**src/rtl/spi_pkg.sv**
```systemverilog
// Definitions shared by the SPI link: word width, receiver state set and
// the mode-0 sampling edge.
package spi_pkg;

  localparam int SPI_DATA_W = 12;

  // Mode 0: data is sampled on the rising edge of sclk.
  localparam logic SAMPLE_ON_RISE = 1'b1;

  typedef enum logic [1:0] {
    IDLE    = 2'd0,
    RECV    = 2'd1,
    CAPTURE = 2'd2,
    WAIT_CS = 2'd3
  } rx_state_e;

  function automatic logic edge_seen(input logic cur, input logic prev,
                                     input logic rising);
    return rising ? (cur & ~prev) : (~cur & prev);
  endfunction

endpackage

```
**src/rtl/spi_sync.sv**
```systemverilog
// Multi-flop synchronizer for one asynchronous input, with a selectable
// reset value so idle-high signals such as cs come out of reset inactive.
module spi_sync #(
  parameter int   STAGES    = 2,
  parameter logic RESET_VAL = 1'b0
) (
  input  logic clk,
  input  logic rst_n,
  input  logic d,
  output logic q
);

  logic [STAGES-1:0] sync_q;
  logic [STAGES-1:0] sync_d;

  always_comb begin
    sync_d = {sync_q[STAGES-2:0], d};
  end

  always_ff @(posedge clk or negedge rst_n) begin
    if (!rst_n) begin
      sync_q <= {STAGES{RESET_VAL}};
    end else begin
      sync_q <= sync_d;
    end
  end

  assign q = sync_q[STAGES-1];

endmodule

```
**src/rtl/spi_slave_rx.sv**
```systemverilog
// SPI mode-0 slave receiver: oversamples sclk/cs/mosi in the clk domain,
// assembles one MSB-first word per cs-low frame, and hands it downstream.
module spi_slave_rx
  import spi_pkg::*;
#(
  parameter int DATA_W      = SPI_DATA_W,
  parameter int SYNC_STAGES = 2
) (
  input  logic              clk,
  input  logic              rst_n,
  input  logic              sclk,
  input  logic              cs,
  input  logic              mosi,
  output logic [DATA_W-1:0] dout,
  output logic              rx_valid,
  input  logic              rx_ready,
  output logic              done,
  output logic              overrun,
  output logic              frame_err
);

  localparam int CNT_W = $clog2(DATA_W + 1);

  logic sclk_s, cs_s, mosi_s;
  logic sclk_rise, cs_rise, cs_fall;

  logic sclk_prev_q, sclk_prev_d;
  logic cs_prev_q, cs_prev_d;
  rx_state_e state_q, state_d;
  logic [DATA_W-1:0] shreg_q, shreg_d;
  logic [CNT_W-1:0] bit_cnt_q, bit_cnt_d;
  logic [DATA_W-1:0] dout_q, dout_d;
  logic rx_valid_q, rx_valid_d;
  logic done_q, done_d;
  logic overrun_q, overrun_d;
  logic frame_err_q, frame_err_d;

  spi_sync #(.STAGES(SYNC_STAGES), .RESET_VAL(1'b0)) u_sync_sclk (
    .clk(clk), .rst_n(rst_n), .d(sclk), .q(sclk_s)
  );

  spi_sync #(.STAGES(SYNC_STAGES), .RESET_VAL(1'b1)) u_sync_cs (
    .clk(clk), .rst_n(rst_n), .d(cs), .q(cs_s)
  );

  spi_sync #(.STAGES(SYNC_STAGES), .RESET_VAL(1'b0)) u_sync_mosi (
    .clk(clk), .rst_n(rst_n), .d(mosi), .q(mosi_s)
  );

  assign sclk_rise = edge_seen(sclk_s, sclk_prev_q, SAMPLE_ON_RISE);
  assign cs_rise   = edge_seen(cs_s, cs_prev_q, 1'b1);
  assign cs_fall   = edge_seen(cs_s, cs_prev_q, 1'b0);

  always_comb begin
    sclk_prev_d = sclk_s;
    cs_prev_d   = cs_s;
    state_d     = state_q;
    shreg_d     = shreg_q;
    bit_cnt_d   = bit_cnt_q;
    dout_d      = dout_q;
    rx_valid_d  = rx_valid_q;
    done_d      = 1'b0;
    overrun_d   = overrun_q;
    frame_err_d = 1'b0;

    if (rx_valid_q && rx_ready) begin
      rx_valid_d = 1'b0;
    end

    unique case (state_q)
      IDLE: begin
        if (cs_fall) begin
          state_d   = RECV;
          bit_cnt_d = '0;
        end
      end

      RECV: begin
        // cs release wins over a coincident sclk edge: the frame is over.
        if (cs_rise) begin
          frame_err_d = (bit_cnt_q != '0);
          state_d     = IDLE;
        end else if (sclk_rise) begin
          shreg_d   = {shreg_q[DATA_W-2:0], mosi_s};
          bit_cnt_d = bit_cnt_q + CNT_W'(1);
          if (bit_cnt_q == CNT_W'(DATA_W - 1)) begin
            state_d = CAPTURE;
          end
        end
      end

      CAPTURE: begin
        if (!rx_valid_q || rx_ready) begin
          dout_d     = shreg_q;
          rx_valid_d = 1'b1;
          done_d     = 1'b1;
        end else begin
          overrun_d = 1'b1;
        end
        // A cs release seen during this cycle must not be lost.
        state_d = cs_rise ? IDLE : WAIT_CS;
      end

      WAIT_CS: begin
        if (cs_rise) begin
          state_d = IDLE;
        end
      end

      default: state_d = IDLE;
    endcase
  end

  always_ff @(posedge clk or negedge rst_n) begin
    if (!rst_n) begin
      sclk_prev_q <= 1'b0;
      cs_prev_q   <= 1'b1;
      state_q     <= IDLE;
      shreg_q     <= '0;
      bit_cnt_q   <= '0;
      dout_q      <= '0;
      rx_valid_q  <= 1'b0;
      done_q      <= 1'b0;
      overrun_q   <= 1'b0;
      frame_err_q <= 1'b0;
    end else begin
      sclk_prev_q <= sclk_prev_d;
      cs_prev_q   <= cs_prev_d;
      state_q     <= state_d;
      shreg_q     <= shreg_d;
      bit_cnt_q   <= bit_cnt_d;
      dout_q      <= dout_d;
      rx_valid_q  <= rx_valid_d;
      done_q      <= done_d;
      overrun_q   <= overrun_d;
      frame_err_q <= frame_err_d;
    end
  end

  assign dout      = dout_q;
  assign rx_valid  = rx_valid_q;
  assign done      = done_q;
  assign overrun   = overrun_q;
  assign frame_err = frame_err_q;

endmodule

```
**config.mk**
```make
export PLATFORM = sky130hd
export DESIGN_NAME = spi_slave_rx
export DESIGN_NICKNAME = d
export VERILOG_FILES = /design/src/rtl/spi_pkg.sv /design/src/rtl/spi_sync.sv /design/src/rtl/spi_slave_rx.sv
export SDC_FILE = /design/constraint.sdc
export NUM_CORES = 1
export LEC_CHECK = 0
export ABC_AREA = 1
export BUFFER_PORTS_ARGS = -buffer_cell sky130_fd_sc_hd__buf_2
export CORE_UTILIZATION = 50
export CTS_BUF_LIST = sky130_fd_sc_hd__clkbuf_16
export DETAILED_ROUTE_END_ITERATION = 10
export PLACE_DENSITY = 0.69
export SYNTH_ARGS = -nofsm -noshare
export SYNTH_HDL_FRONTEND = slang
export SYNTH_HIERARCHICAL = 1
export SYNTH_SLANG_ARGS = --single-unit
```
**constraint.sdc**
```tcl
create_clock -name clk -period 1.3 [get_ports clk]
set_clock_uncertainty 0.2 [all_clocks]
set_input_delay 0.065 -clock clk [delete_from_list [all_inputs] [get_ports clk]]
set_output_delay 0.065 -clock clk [all_outputs]
set_load 0.01 [all_outputs]
```
-- Word level (Yosys, flattened, before mapping)
Index checks and enable logic that the tools add are counted.
- equal/unequal tests: 10
- bitwise operators: 8
- reductions and logical operators: 11
- add/subtract/negate cells: 1
- multiplexer cells: 18
- operator list (kind ; number):
    two-way mux 2 bit ; 6
    two-way mux 4 bit ; 3
    != test 2 bit (second input constant) ; 4
    one-hot mux 2 bit (4 select lines) ; 1
    one-hot mux 4 bit (2 select lines) ; 1
    AND reduction 4 bit ; 2
    two-way mux 1 bit ; 7
    != test 3 bit (second input constant) ; 2
    NOT 1 bit ; 5
    adder 4 x 1 -> 4 bit (second input constant) ; 1
    equality test 2 bit (second input constant) ; 2
    equality test 4 bit (second input constant) ; 1
    AND reduction 2 bit ; 2
    nonzero test 4 bit ; 1
    bitwise AND 1 bit ; 3
    AND reduction 3 bit ; 1
    equality test 2 x 1 -> 1 bit (second input constant) ; 1
    zero test 2 bit ; 1
    nonzero test 2 bit ; 1
    logical AND 1 bit ; 1
    zero test 1 bit ; 1
    logical OR 1 bit ; 1
- flip-flop bits (word level): 42
- output and inout bits: 16
- logic and storage cells: 61
- input port bits: 6

-- Longest topological paths before layout
- word-level depth: 5
- depth in mapped cells: 8
- depth with buffers taken out: 8

-- By module
The synthesis kept the hierarchy.
- modules (own cells, without submodules) (module ; area an instance (um^2) ; times used ; sequential area each (um^2) ; cells each):
    spi_slave_rx ; 1566.5 ; 1 ; 902.1 ; 171
    spi_sync (u_sync_mosi ...) ; 50.0 ; 2 ; 50.0 ; 2
    spi_sync (u_sync_cs) ; 52.6 ; 1 ; 52.6 ; 2

-- Least setup slack after synthesis
No wires, ideal clock.
- kind: register -> register
- from: register u_sync_cs.sync_q[1]
- to: register shreg_q[1]
- path slack: -0.098 ns
- library setup time: 0.118 ns
- data required time: 0.982 ns
- path buffers: 1
- data arrival time: 1.080 ns
- cell stages (with the launch flop): 7
- period minus slack after synthesis: 1.398 ns
- cell sequence: dfstp_2 > inv_1 > nor2_2 > nor2_2 > nand2_2 > buf_6 > o21ai_2
- word-level cells in the longest chain between the ends: 3
- RTL lines (element ; RTL line ; text):
    from (decl) ; spi_sync.sv:13 ; logic [STAGES-1:0] sync_q;
    from (signal assigned) ; spi_sync.sv:22 ; sync_q <= {STAGES{RESET_VAL}};
    from (signal assigned) ; spi_sync.sv:24 ; sync_q <= sync_d;
    bitwise AND 1 bit ; -- ;
    NOT 1 bit (no line) ; -- ;
    AND reduction 3 bit (no line) ; -- ;
    to (signal assigned) ; spi_slave_rx.sv:130 ; shreg_q <= shreg_d;
    to (decl) ; spi_slave_rx.sv:30 ; logic [DATA_W-1:0] shreg_q, shreg_d;
Every way passes these cells.
A chain may end at the register's enable or synchronous reset.

-- Worst setup path after layout
- from: register u_sync_cs.sync_q[1]
- to: register shreg_q[0]
Same word-level chain as after synthesis.

==> impl_results.md <==
* Status: complete, but fails checks
* Violated checks: negative setup slack
* Worst-margin pin slew at 494.4 ps
* Number of buffers created by CTS at 5
* Maximum fanout encountered on the critical timing path at 5
* Register area share after synthesis at 0.6135
* Standby leakage power at 1.232 nW
* Overall Power at 0.004581 W
* Clock tree from TritonCTS: built
* Diode count at 0
* Worst setup path class: reg2reg
* Post-synthesis async set-or-reset flop share at 1.000
* Pins Over Slew Limit at 0
* Most frequent cells in the layout: sky130_fd_sc_hd__dfrtp_1, sky130_fd_sc_hd__nand2_1, sky130_fd_sc_hd__inv_1, sky130_fd_sc_hd__buf_2, sky130_fd_sc_hd__nand2_2
* Internal power at 0.002994 W
* GRT Resource Usage Total at 0.2142
* Max Cap Viol at 0
* Fin cells at 272
* Unrepaired setup endpoints after global routing: yes
* Syn-to-layout area delta at 40.97%
* Fill cell instance count of the final layout at 216
* Final hold slack at 82.12 ps
* Power density normalized to cell area at 1890 nW/um^2
* Number of global-route vias before repair at 1283
* Clk pwr share at 0.260
* CP Data Arrival Time at 1470 ps
* Minimum setup slack after placement at -130.5 ps
* Worst relative slew slack at 0.6704
* Clock insertion delay at the later pin of the skew report at 280 ps
* Sum of routed wire length over all layers at 3825 um
* Master cell of the clock root buffer: sky130_fd_sc_hd__clkbuf_16
* Final weighted congestion of routability-driven global placement at 0.7853
* Starting Density at 0.5452
* Synthesized netlist net count at 185
* X dimension of the die at 60.64 um
* Switching component of the power at 0.001587 W
* Max frequency at 667.0 MHz
* DR vias/cell at 4.853
* Clk buf depth at 2
* Nets at 235
* Remaining global-route overflow at 0
* Post-Synthesis Cell Area at 1719 um^2
* Critical path's top delay family: flip-flops
* Most common cell after layout, fill and taps aside: sky130_fd_sc_hd__dfrtp_1
* Critical-path top delay cell: sky130_fd_sc_hd__dfstp_2
* Number of top-level design ports at 22
* Area of the core at 3153 um^2
* Number of placed instances with taps included at 253
* Library cells used by synthesis at 20
* Critical path buffers and inverters at 2
* Total number of vias at 1320
* Average cell area after synthesis at 9.713 um^2
* Fraction of power spent switching nets at 0.3465
* CTS Sinks at 42
* Number of enable-type register cells in the synthesized netlist at 0
* Number of remaining DRC errors at 0
* Final critical-path required period at 1499 ps
* Pin count of the biggest net entering global routing at 24
* Stage delay of the slowest cell on the critical path at 540 ps
* Share of power burned in combinational logic at 0.360
* Placed wire-length estimate after detailed placement at 2242 um
* Power share of the sequential group at 0.381
* Flops & latches, synth at 42
* Wire length of the first global-routing pass at 5568 um
* Std-Cell Rows at 20
* Fraction of layout cells with a size suffix above 1 at 0.4868
* Vert. Die Dim at 60.64 um
* Setup Viol. Count Final at 26
* CP Launch Type: flop
* Final Hold Viols at 0
* Antenna violations before repair at 0
* Max H-tree Level at 2
* Wire length per cell after detailed routing at 14.06 um
* Primary flip-flop cell chosen by synthesis mapping: sky130_fd_sc_hd__dfrtp_1
* CP Data Required Time at 1270 ps
* Worst reg-to-reg path cell count at 6
* Count of mapped cells out of synthesis at 177
* Clock-pin slew on the worst setup and hold paths at 60 ps
* Die area at 3677 um^2
* Share of the cycle needed by the critical path after routing at 1.153
* Total of buffers placed on input and output ports at 21
* R2R Path End: shreg_q[0]
* Internal reg-to-reg setup slack at -200 ps
* Class of the worst hold path: in2async
* Max rail drop VDD at 1165 uV
* Type of destination of the critical path: flop
* Final ANT Viol Nets at 0
* First-iteration detailed-routing DRC count at 46
* Post-layout worst setup margin at -199.2 ps
* Number of synthesis warnings at 6
* Launch point of the worst reg-to-reg path: u_sync_cs/sync_q[1]
* Final core utilization at 0.7687
* Cell-by-cell trace of the critical path: inv_2, nor2_4, nor2_4, nand2_4, inv_2, o21ai_0
* Drt pass-1 iters at 4
-- kinds of logic (layout without fill, tap and decap cells) --
| family | Yosys count | after routing | share of synthesized area |
|---|---|---|---|
| flops | 42 | 42 | 0.6135 |
| compound gates | 31 | 31 | 0.1165 |
| buf+inv | 32 | 83 | 0.08297 |
| fa+ha+maj | 2 | 2 | 0.01455 |
| simple gates | 69 | 69 | 0.1674 |
| xor+xnor | 1 | 1 | 0.005096 |
-- worst register-to-register path, cell delays in order, from the launching register on --
cell and delay (ps):
sky130_fd_sc_hd__dfstp_2 540, sky130_fd_sc_hd__inv_2 60, sky130_fd_sc_hd__nor2_4 120, sky130_fd_sc_hd__nor2_4 60, sky130_fd_sc_hd__nand2_4 100, sky130_fd_sc_hd__inv_2 70, sky130_fd_sc_hd__o21ai_0 240
-- cells in the mapped netlist, types with 3 or more instances --
cell	count	area, um^2
sky130_fd_sc_hd__dfstp_2	3	78.83
sky130_fd_sc_hd__nand2_1	52	195.2
sky130_fd_sc_hd__nor2_1	5	18.77
sky130_fd_sc_hd__o21ai_0	16	80.08
sky130_fd_sc_hd__o21ai_2	11	96.34
sky130_fd_sc_hd__inv_1	27	101.4
sky130_fd_sc_hd__nand3_1	5	25.02
sky130_fd_sc_hd__dfrtp_1	39	975.9
sky130_fd_sc_hd__nand2_2	3	18.77
-- per-stage QoR --
| stage | TNS (ps) | cell area [um^2] |
|---|---|---|
| after floorplan | -1190 | 1724 |
| after global placement | -1274 | 1997 |
| after detailed placement | -2030 | 1997 |
| after CTS | -1704 | 2263 |
| after global routing | -3413 | 2424 |
| final | -2198 | 2424 |
-- repair_timing --
action / CTS / global route
hold endpoints to repair: 47 / 0
pin swaps: 3 / 9
setup buffers: 2 / 2
setup endpoints to repair: 29 / 31
resized for setup: 21 / 47
hold buffers: 5 / 0
gates cloned: 1 / 1
-- worst max path at each step --
stage / from / to / slack [ps] / depth (start not counted)
final: u_sync_cs/sync_q[1] / shreg_q[0] / -200 / 6
after global routing: u_sync_cs/sync_q[1] / shreg_q[0] / -270 / 6
after CTS: cs_prev_q / bit_cnt_q[2] / -110 / 6
after detailed placement: cs_prev_q / bit_cnt_q[1] / -130 / 5
after global placement: cs_prev_q / shreg_q[6] / -90 / 6
after floorplan: u_sync_cs/sync_q[1] / shreg_q[1] / -80 / 6
-- routing by layer --
layer	global-route usage	wire length (um)	share of wire	vias up
met3	0.06610	159	0.042	7
met4	0.07143	51	0.013	0
met2	0.3658	2028	0.53	37
met5	0	0	0	-
met1	0.2596	1587	0.41	629
li1	-	-	-	647
-- layout make-up --
class | count | area [um^2] | area share
Clock buffer | 5 | 125.1 | 0.05163
Sequential cell | 42 | 1056 | 0.4357
Timing Repair Buffer | 47 | 402.9 | 0.1662
Inverter | 28 | 105.1 | 0.04337
Tap cell | 44 | 55.05 | 0.02272
Multi-Input combinational cell | 103 | 663.1 | 0.2736
Clock inverter | 3 | 16.27 | 0.006711
-- flip-flops by register name, indices dropped and copies added, names as in the netlist --
register and count:
u_sync_mosi/sync_q 2, u_sync_cs/sync_q 2, cs_prev_q 1, frame_err 1
sclk_prev_q 1, dout 12, overrun 1, bit_cnt_q 4
state_q 2, done 1, u_sync_sclk/sync_q 2, rx_valid 1
shreg_q 12
-- power by group through the flow --
stage | combinational [W] | clock [W] | sequential (W)
floorplan | 0.000619 | 0 | 0.00177
global placement | 0.00111 | 0 | 0.00171
detailed placement | 0.00116 | 0 | 0.00173
CTS | 0.00133 | 0.00120 | 0.00171
global route | 0.00179 | 0.00125 | 0.00177
finish | 0.00165 | 0.00119 | 0.00174
Note: power is estimated with default switching activity, not from simulation.
